**config.mk**
```make
export PLATFORM = sky130hd
export DESIGN_NAME = fetch_unit
export DESIGN_NICKNAME = d
export VERILOG_FILES = /design/src/rtl/fetch_unit.sv
export SDC_FILE = /design/constraint.sdc
export NUM_CORES = 1
export LEC_CHECK = 0
export BUFFER_PORTS_ARGS = -buffer_cell sky130_fd_sc_hd__buf_2
export CAP_MARGIN = 10
export CELL_PAD_IN_SITES_DETAIL_PLACEMENT = 1
export CELL_PAD_IN_SITES_GLOBAL_PLACEMENT = 1
export CORE_MARGIN = 3
export CORE_UTILIZATION = 34
export CTS_CLUSTER_SIZE = 40
export DETAILED_ROUTE_END_ITERATION = 12
export PLACE_DENSITY_LB_ADDON = 0.08
export RECOVER_POWER = 100
export SLEW_MARGIN = 20
export SYNTH_ARGS = -nofsm -noshare
export SYNTH_HDL_FRONTEND = slang
export SYNTH_SLANG_ARGS = --single-unit
```
**constraint.sdc**
```tcl
create_clock -name CLK -period 2.4 [get_ports CLK]
set_input_delay 0 -clock CLK [delete_from_list [all_inputs] [get_ports CLK]]
set_output_delay 0 -clock CLK [all_outputs]
set_load 0.05 [all_outputs]
```
**src/rtl/fetch_unit.sv**
```systemverilog
// fetch_unit: instruction-fetch front end.
//   Owns the PC, issues one instruction-memory request at a time, applies
//   redirects from EX and stalls from the hazard unit. It presents the fetched
//   word with its PC to the IF/ID register.
//
// Ports
//   CLK, RST                        clock (rising edge), async active-low reset
//   STALLF                          hold the currently presented instruction
//   PCSRCE, PCTARGETE               redirect request and target from EX
//   IMEM_REQ/ADDR/GNT               request side of the memory handshake
//   IMEM_RVALID/RDATA               response side (one response per grant, in order)
//   RD, PCF, PCPLUS4F, FVALID       fetched instruction, its PC, PC+4, valid flag
//   FBUSY                           inverse of FVALID; the hazard unit bubbles ID on it
//   dbg_state                       current FSM state, for observation only
//
// Handshake: a request transfers on a cycle where IMEM_REQ and IMEM_GNT are
// both high. Exactly one IMEM_RVALID pulse follows each transfer. No second
// request is issued until that pulse has been seen, so at most one request is
// outstanding at any time.
module fetch_unit #(
    parameter int unsigned       WIDTH    = 32,
    parameter logic [WIDTH-1:0]  RESET_PC = '0
) (
    input  logic             CLK,
    input  logic             RST,
    input  logic             STALLF,
    input  logic             PCSRCE,
    input  logic [WIDTH-1:0] PCTARGETE,
    output logic             IMEM_REQ,
    output logic [WIDTH-1:0] IMEM_ADDR,
    input  logic             IMEM_GNT,
    input  logic             IMEM_RVALID,
    input  logic [WIDTH-1:0] IMEM_RDATA,
    output logic [WIDTH-1:0] RD,
    output logic [WIDTH-1:0] PCF,
    output logic [WIDTH-1:0] PCPLUS4F,
    output logic             FVALID,
    output logic             FBUSY,
    output logic [1:0]       dbg_state
);

    typedef enum logic [1:0] {
        S_REQ   = 2'd0,
        S_WAIT  = 2'd1,
        S_VALID = 2'd2,
        S_DRAIN = 2'd3
    } state_t;

    state_t           state, state_nxt;
    logic [WIDTH-1:0] pc, pc_nxt;
    logic [WIDTH-1:0] ibuf, ibuf_nxt;
    logic [WIDTH-1:0] pc_inc;
    logic             req_int;

    assign pc_inc = pc + WIDTH'(4);

    always_ff @(posedge CLK or negedge RST) begin
        if (!RST) begin
            state <= S_REQ;
            pc    <= RESET_PC;
            ibuf  <= '0;
        end else begin
            state <= state_nxt;
            pc    <= pc_nxt;
            ibuf  <= ibuf_nxt;
        end
    end

    always_comb begin
        state_nxt = state;
        pc_nxt    = pc;
        ibuf_nxt  = ibuf;
        req_int   = 1'b0;
        IMEM_ADDR = pc;
        unique case (state)
            S_REQ: begin
                req_int = 1'b1;
                if (PCSRCE) begin
                    // A granted request to the old PC is now stale: drain it.
                    pc_nxt    = PCTARGETE;
                    state_nxt = IMEM_GNT ? S_DRAIN : S_REQ;
                end else if (IMEM_GNT) begin
                    state_nxt = S_WAIT;
                end
            end
            S_WAIT: begin
                if (PCSRCE) begin
                    pc_nxt    = PCTARGETE;
                    // A response arriving with the redirect is dropped here.
                    state_nxt = IMEM_RVALID ? S_REQ : S_DRAIN;
                end else if (IMEM_RVALID) begin
                    ibuf_nxt  = IMEM_RDATA;
                    state_nxt = S_VALID;
                end
            end
            S_VALID: begin
                if (PCSRCE) begin
                    pc_nxt    = PCTARGETE;
                    state_nxt = S_REQ;
                end else if (!STALLF) begin
                    // Advance: request the next word in the same cycle the
                    // current one is consumed.
                    req_int   = 1'b1;
                    IMEM_ADDR = pc_inc;
                    pc_nxt    = pc_inc;
                    state_nxt = IMEM_GNT ? S_WAIT : S_REQ;
                end
            end
            S_DRAIN: begin
                if (PCSRCE) begin
                    pc_nxt = PCTARGETE;
                end
                if (IMEM_RVALID) begin
                    state_nxt = S_REQ;
                end
            end
            default: begin
                state_nxt = S_REQ;
            end
        endcase
    end

    // Reset is asynchronous, so the request is also masked directly by RST.
    assign IMEM_REQ  = req_int & RST;
    assign RD        = ibuf;
    assign PCF       = pc;
    assign PCPLUS4F  = pc_inc;
    assign FVALID    = (state == S_VALID);
    assign FBUSY     = ~FVALID;
    assign dbg_state = state;

endmodule

```
==> tab_implementation.tex <==
\begin{tabular}{lr}
\hline
Metric & Value \\
\hline
\multicolumn{2}{l}{\textbf{Run status}} \\
\quad Run status & completed \\
\multicolumn{2}{l}{\textbf{Final layout}} \\
\quad Fillers & 1445 \\
\quad Signed area change from the synthesized netlist to the final layout & 67.75\% \\
\quad Net count, final & 809 \\
\quad Area occupied by multi-input gates & 0.002887 mm2 \\
\quad Leading cell types in the layout, fill and taps excluded & sky130\_fd\_sc\_hd\_\_buf\_2, sky130\_fd\_sc\_hd\_\_clkbuf\_1, sky130\_fd\_sc\_hd\_\_dlygate4sd3\_1 \\
\quad Layout cells sized above 1 & 0.3876 \\
\quad Most common cell after layout, fill and taps aside & sky130\_fd\_sc\_hd\_\_buf\_2 \\
\quad Number of antenna repair diodes & 0 \\
\quad Flip-flop and latch area & 0.001668 mm2 \\
\quad Final core area utilization & 0.5877 \\
\multicolumn{2}{l}{\textbf{STA}} \\
\quad Slew Viols, Final & 0 \\
\quad Max-slew headroom at the worst pin & 0.1802 \\
\quad Shortest clock period the worst path allows after layout & 2.322 ns \\
\quad Max Freq & 0.4307 GHz \\
\quad Hold slack & 0.01375 ns \\
\quad Final setup violation count & 0 \\
\quad Number of endpoints with negative hold slack in the final report & 0 \\
\quad Total Negative Setup Slacks & 0 ns \\
\quad Measured slew at the worst slew-check pin & 1.230 ns \\
\quad Worst setup skew after layout & 0.01198 ns \\
\quad Final period util & 0.9675 \\
\quad Min setup slack post-route & 0.07802 ns \\
\multicolumn{2}{l}{\textbf{Worst setup path}} \\
\quad Critical path's slowest cell & sky130\_fd\_sc\_hd\_\_or4\_4 \\
\quad Required time worst endpoint & 2.40 ns \\
\quad Worst setup path category & flop to output port \\
\quad Combined buffer and inverter count along the critical path & 1 \\
\quad Worst Setup Start Kind & flop \\
\quad Arrival time worst endpoint & 2.32 ns \\
\quad Maximum fanout count along the critical path & 7 \\
\quad Largest incremental delay on the critical path & 0.65 ns \\
\quad Cell-by-cell listing of the critical path & nand4\_4 > or4\_4 > or3\_4 > xnor2\_4 > buf\_4 \\
\quad Endpoint type of the worst setup path & output port \\
\quad CP top delay family & simple AND/OR/NAND/NOR gates \\
\multicolumn{2}{l}{\textbf{Synth}} \\
\quad Warning count from the yosys run & 0 \\
\quad Main flop type after synthesis & sky130\_fd\_sc\_hd\_\_dfrtp\_1 \\
\quad Main combinational cell family by area after synthesis & simple AND/OR/NAND/NOR gates \\
\quad Synth Area in Simple Gates & 0.2218 \\
\quad Synthesized instance count & 459 \\
\quad Count of flip-flops with a built-in enable after synthesis & 0 \\
\quad Adder and majority cell fraction of the synthesized area & 0.002961 \\
\quad Compound-cell area share of the yosys netlist & 0.08114 \\
\quad Netlist cell types & 50 \\
\quad Mux contribution to synthesized area & 0.1028 \\
\quad Average cell area after synthesis & 9.205 um2 \\
\quad Synthesized area & 0.004225 mm2 \\
\quad Sequential-to-total area share from yosys stat & 0.3909 \\
\quad Synth Area in XOR/XNOR & 0.1368 \\
\quad Register bit count reported by yosys & 66 \\
\quad Fraction of synthesis flops using an asynchronous set or reset pin & 1.000 \\
\quad Syn nets & 530 \\
\multicolumn{2}{l}{\textbf{Place}} \\
\quad Post-detail-place hpwl & 11.26 mm \\
\quad Final GP Congestion & 0.8326 \\
\quad PortBufs & 202 \\
\quad Placement-stage worst setup slack & 0.1301 ns \\
\multicolumn{2}{l}{\textbf{Floorplan}} \\
\quad Initial Util & 0.3503 \\
\quad Area of the placeable core & 0.01206 mm2 \\
\quad Area of the die & 0.01380 mm2 \\
\quad Chip Height & 117.5 um \\
\quad Die X & 117.5 um \\
\quad Top-level I/O count & 203 \\
\quad Total number of placement rows & 40 \\
\multicolumn{2}{l}{\textbf{Routing}} \\
\quad DR iter-0 viols & 216 \\
\quad First-pass iteration count of the detailed router & 4 \\
\quad Detailed Route WL & 17.22 mm \\
\quad Ratio of routed vias to standard cells & 5.104 \\
\quad Drc violations & 0 \\
\quad Routed length per instance & 18.91 um \\
\quad Count of nets left with antenna violations after detail routing & 0 \\
\quad Vias after detailed routing & 4650 \\
\multicolumn{2}{l}{\textbf{Global route}} \\
\quad Remaining global-route overflow & 0 \\
\quad Met3 track demand over resource in global routing & 0.05622 \\
\quad GRT busiest layer & met2 \\
\quad Met2 Resource Use GR & 0.4212 \\
\quad Antenna violations before repair & 0 \\
\quad Global-route usage over all layers & 0.2414 \\
\quad Wire length of the first global-routing pass & 27.12 mm \\
\quad Pin count of the biggest net entering global routing & 47 \\
\quad Met1 usage & 0.3047 \\
\quad Via count of the first global-routing pass & 4891 \\
\multicolumn{2}{l}{\textbf{Clock tree}} \\
\quad Clock tree from TritonCTS & built \\
\quad Total number of H-tree levels & 3 \\
\quad CTS max path bufs & 2 \\
\quad Clock transition at the registers of the reported paths & 0.06 ns \\
\quad Number of clock sinks & 66 \\
\quad CTS Buf Count & 9 \\
\quad Cell chosen for the clock root & sky130\_fd\_sc\_hd\_\_clkbuf\_16 \\
\quad Later-pin clock latency in the skew report & 0.33 ns \\
\multicolumn{2}{l}{\textbf{Min path}} \\
\quad Min-delay worst type & input port to flop \\
\multicolumn{2}{l}{\textbf{Job}} \\
\quad Maximum Capacitance Violations & 0 \\
\multicolumn{2}{l}{\textbf{Power and ir drop}} \\
\quad Overall power consumption & 6.499 mW \\
\quad Peak supply drop & 0.3637 mV \\
\quad Static Leak & 2.996 nW \\
\quad Total power density per cell area & 916.9 mW/mm2 \\
\hline
\end{tabular}
==> cells by family (layout without fill, tap and decap cells) <==
kind of cell,count (synthesis),in the layout
AND/OR/NAND/NOR,175,176
XOR/XNOR,66,66
flip-flops,66,66
buffers and inverters,61,344
AO/OA/AOI/OAI,51,51
multiplexers,39,39
adder cells (fa/ha/maj),1,1
==> registers in the layout, summed over array words and instances, names as in the netlist <==
register and cells:
RD 32, PCF 32, dbg_state 2
==> power breakdown <==
| part | switching, mW | internal (mW) | total (mW) |
|---|---|---|---|
| Sequential | 0.275 | 1.46 | 1.73 |
| Combinational | 2.53 | 0.865 | 3.40 |
| Clock | 0.507 | 0.864 | 1.37 |
==> stage by stage <==
stage,instance area (um2),cells
5_1_grt,7088,911
6_report,7088,911
4_1_cts,7084,901
3_5_place_dp,6073,819
2_1_floorplan,4731,459
3_3_place_gp,6073,819
==> what timing repair did <==
action	4_1_cts	5_1_grt
gates cloned	0	1
resized for setup	9	11
pin swaps	0	4
endpoints found under the setup margin	10	13
hold buffers	66	0
setup buffers	0	9
endpoints found under the hold margin	84	0
==> metal layers <==
metal	part of all wire	vias up
met1	0.43	2311
met5	0	-
met3	0.054	19
met4	0.013	0
met2	0.50	148
li1	-	2172
==> path summary, 6_finish.rpt <==
check / start / cells after the start / slack (ns) / endpoint
setup / recovery: PCF[5]$_DFFE_PN0P_ / 5 / 0.08 / PCPLUS4F[21]
hold / removal: PCTARGETE[14] / 3 / 0.01 / PCF[14]$_DFFE_PN0P_
setup reg to reg: PCF[2]$_DFFE_PN0P_ / 6 / 0.10 / PCF[22]$_DFFE_PN0P_
hold reg to reg: RD[12]$_DFFE_PN0P_ / 1 / 0.50 / RD[12]$_DFFE_PN0P_
max in group asynchronous: RST / 3 / 0.51 / PCF[28]$_DFFE_PN0P_
min in group asynchronous: RST / 2 / 0.47 / RD[16]$_DFFE_PN0P_
==> Yosys cell counts, drive strengths merged, types with 3 or more instances <==
cell / count / area share
dfrtp: 66 / 0.39
xnor2: 53 / 0.11
nand2: 50 / 0.045
mux2: 35 / 0.093
clkbuf: 31 / 0.028
nor2: 28 / 0.025
nand3: 22 / 0.026
nand4: 21 / 0.035
buf: 19 / 0.026
a31oi: 15 / 0.022
o21ai: 13 / 0.015
xor2: 13 / 0.027
or4: 12 / 0.022
inv: 10 / 0.0089
nor3: 9 / 0.011
o31ai: 9 / 0.016
nor4: 7 / 0.013
and4: 5 / 0.010
mux2i: 4 / 0.0095
nand2b: 4 / 0.0059
a31o: 3 / 0.0062
and3: 3 / 0.0044
or3: 3 / 0.0044
==> worst min-delay path: stages <==
cell	delay (ns)
sky130_fd_sc_hd__buf_2	0.08
sky130_fd_sc_hd__nand2_1	0.04
sky130_fd_sc_hd__o311ai_0	0.15
==> area by class of cell <==
cell class / count / area share
clock buffers: 11 / 0.03566
repair buffers: 317 / 0.2777
clock inverters: 5 / 0.008650
inverters: 11 / 0.005825
flip-flops and latches: 66 / 0.2353
multi-input cells: 333 / 0.4072
well taps: 168 / 0.02966
(Power assumes the default switching activity.)
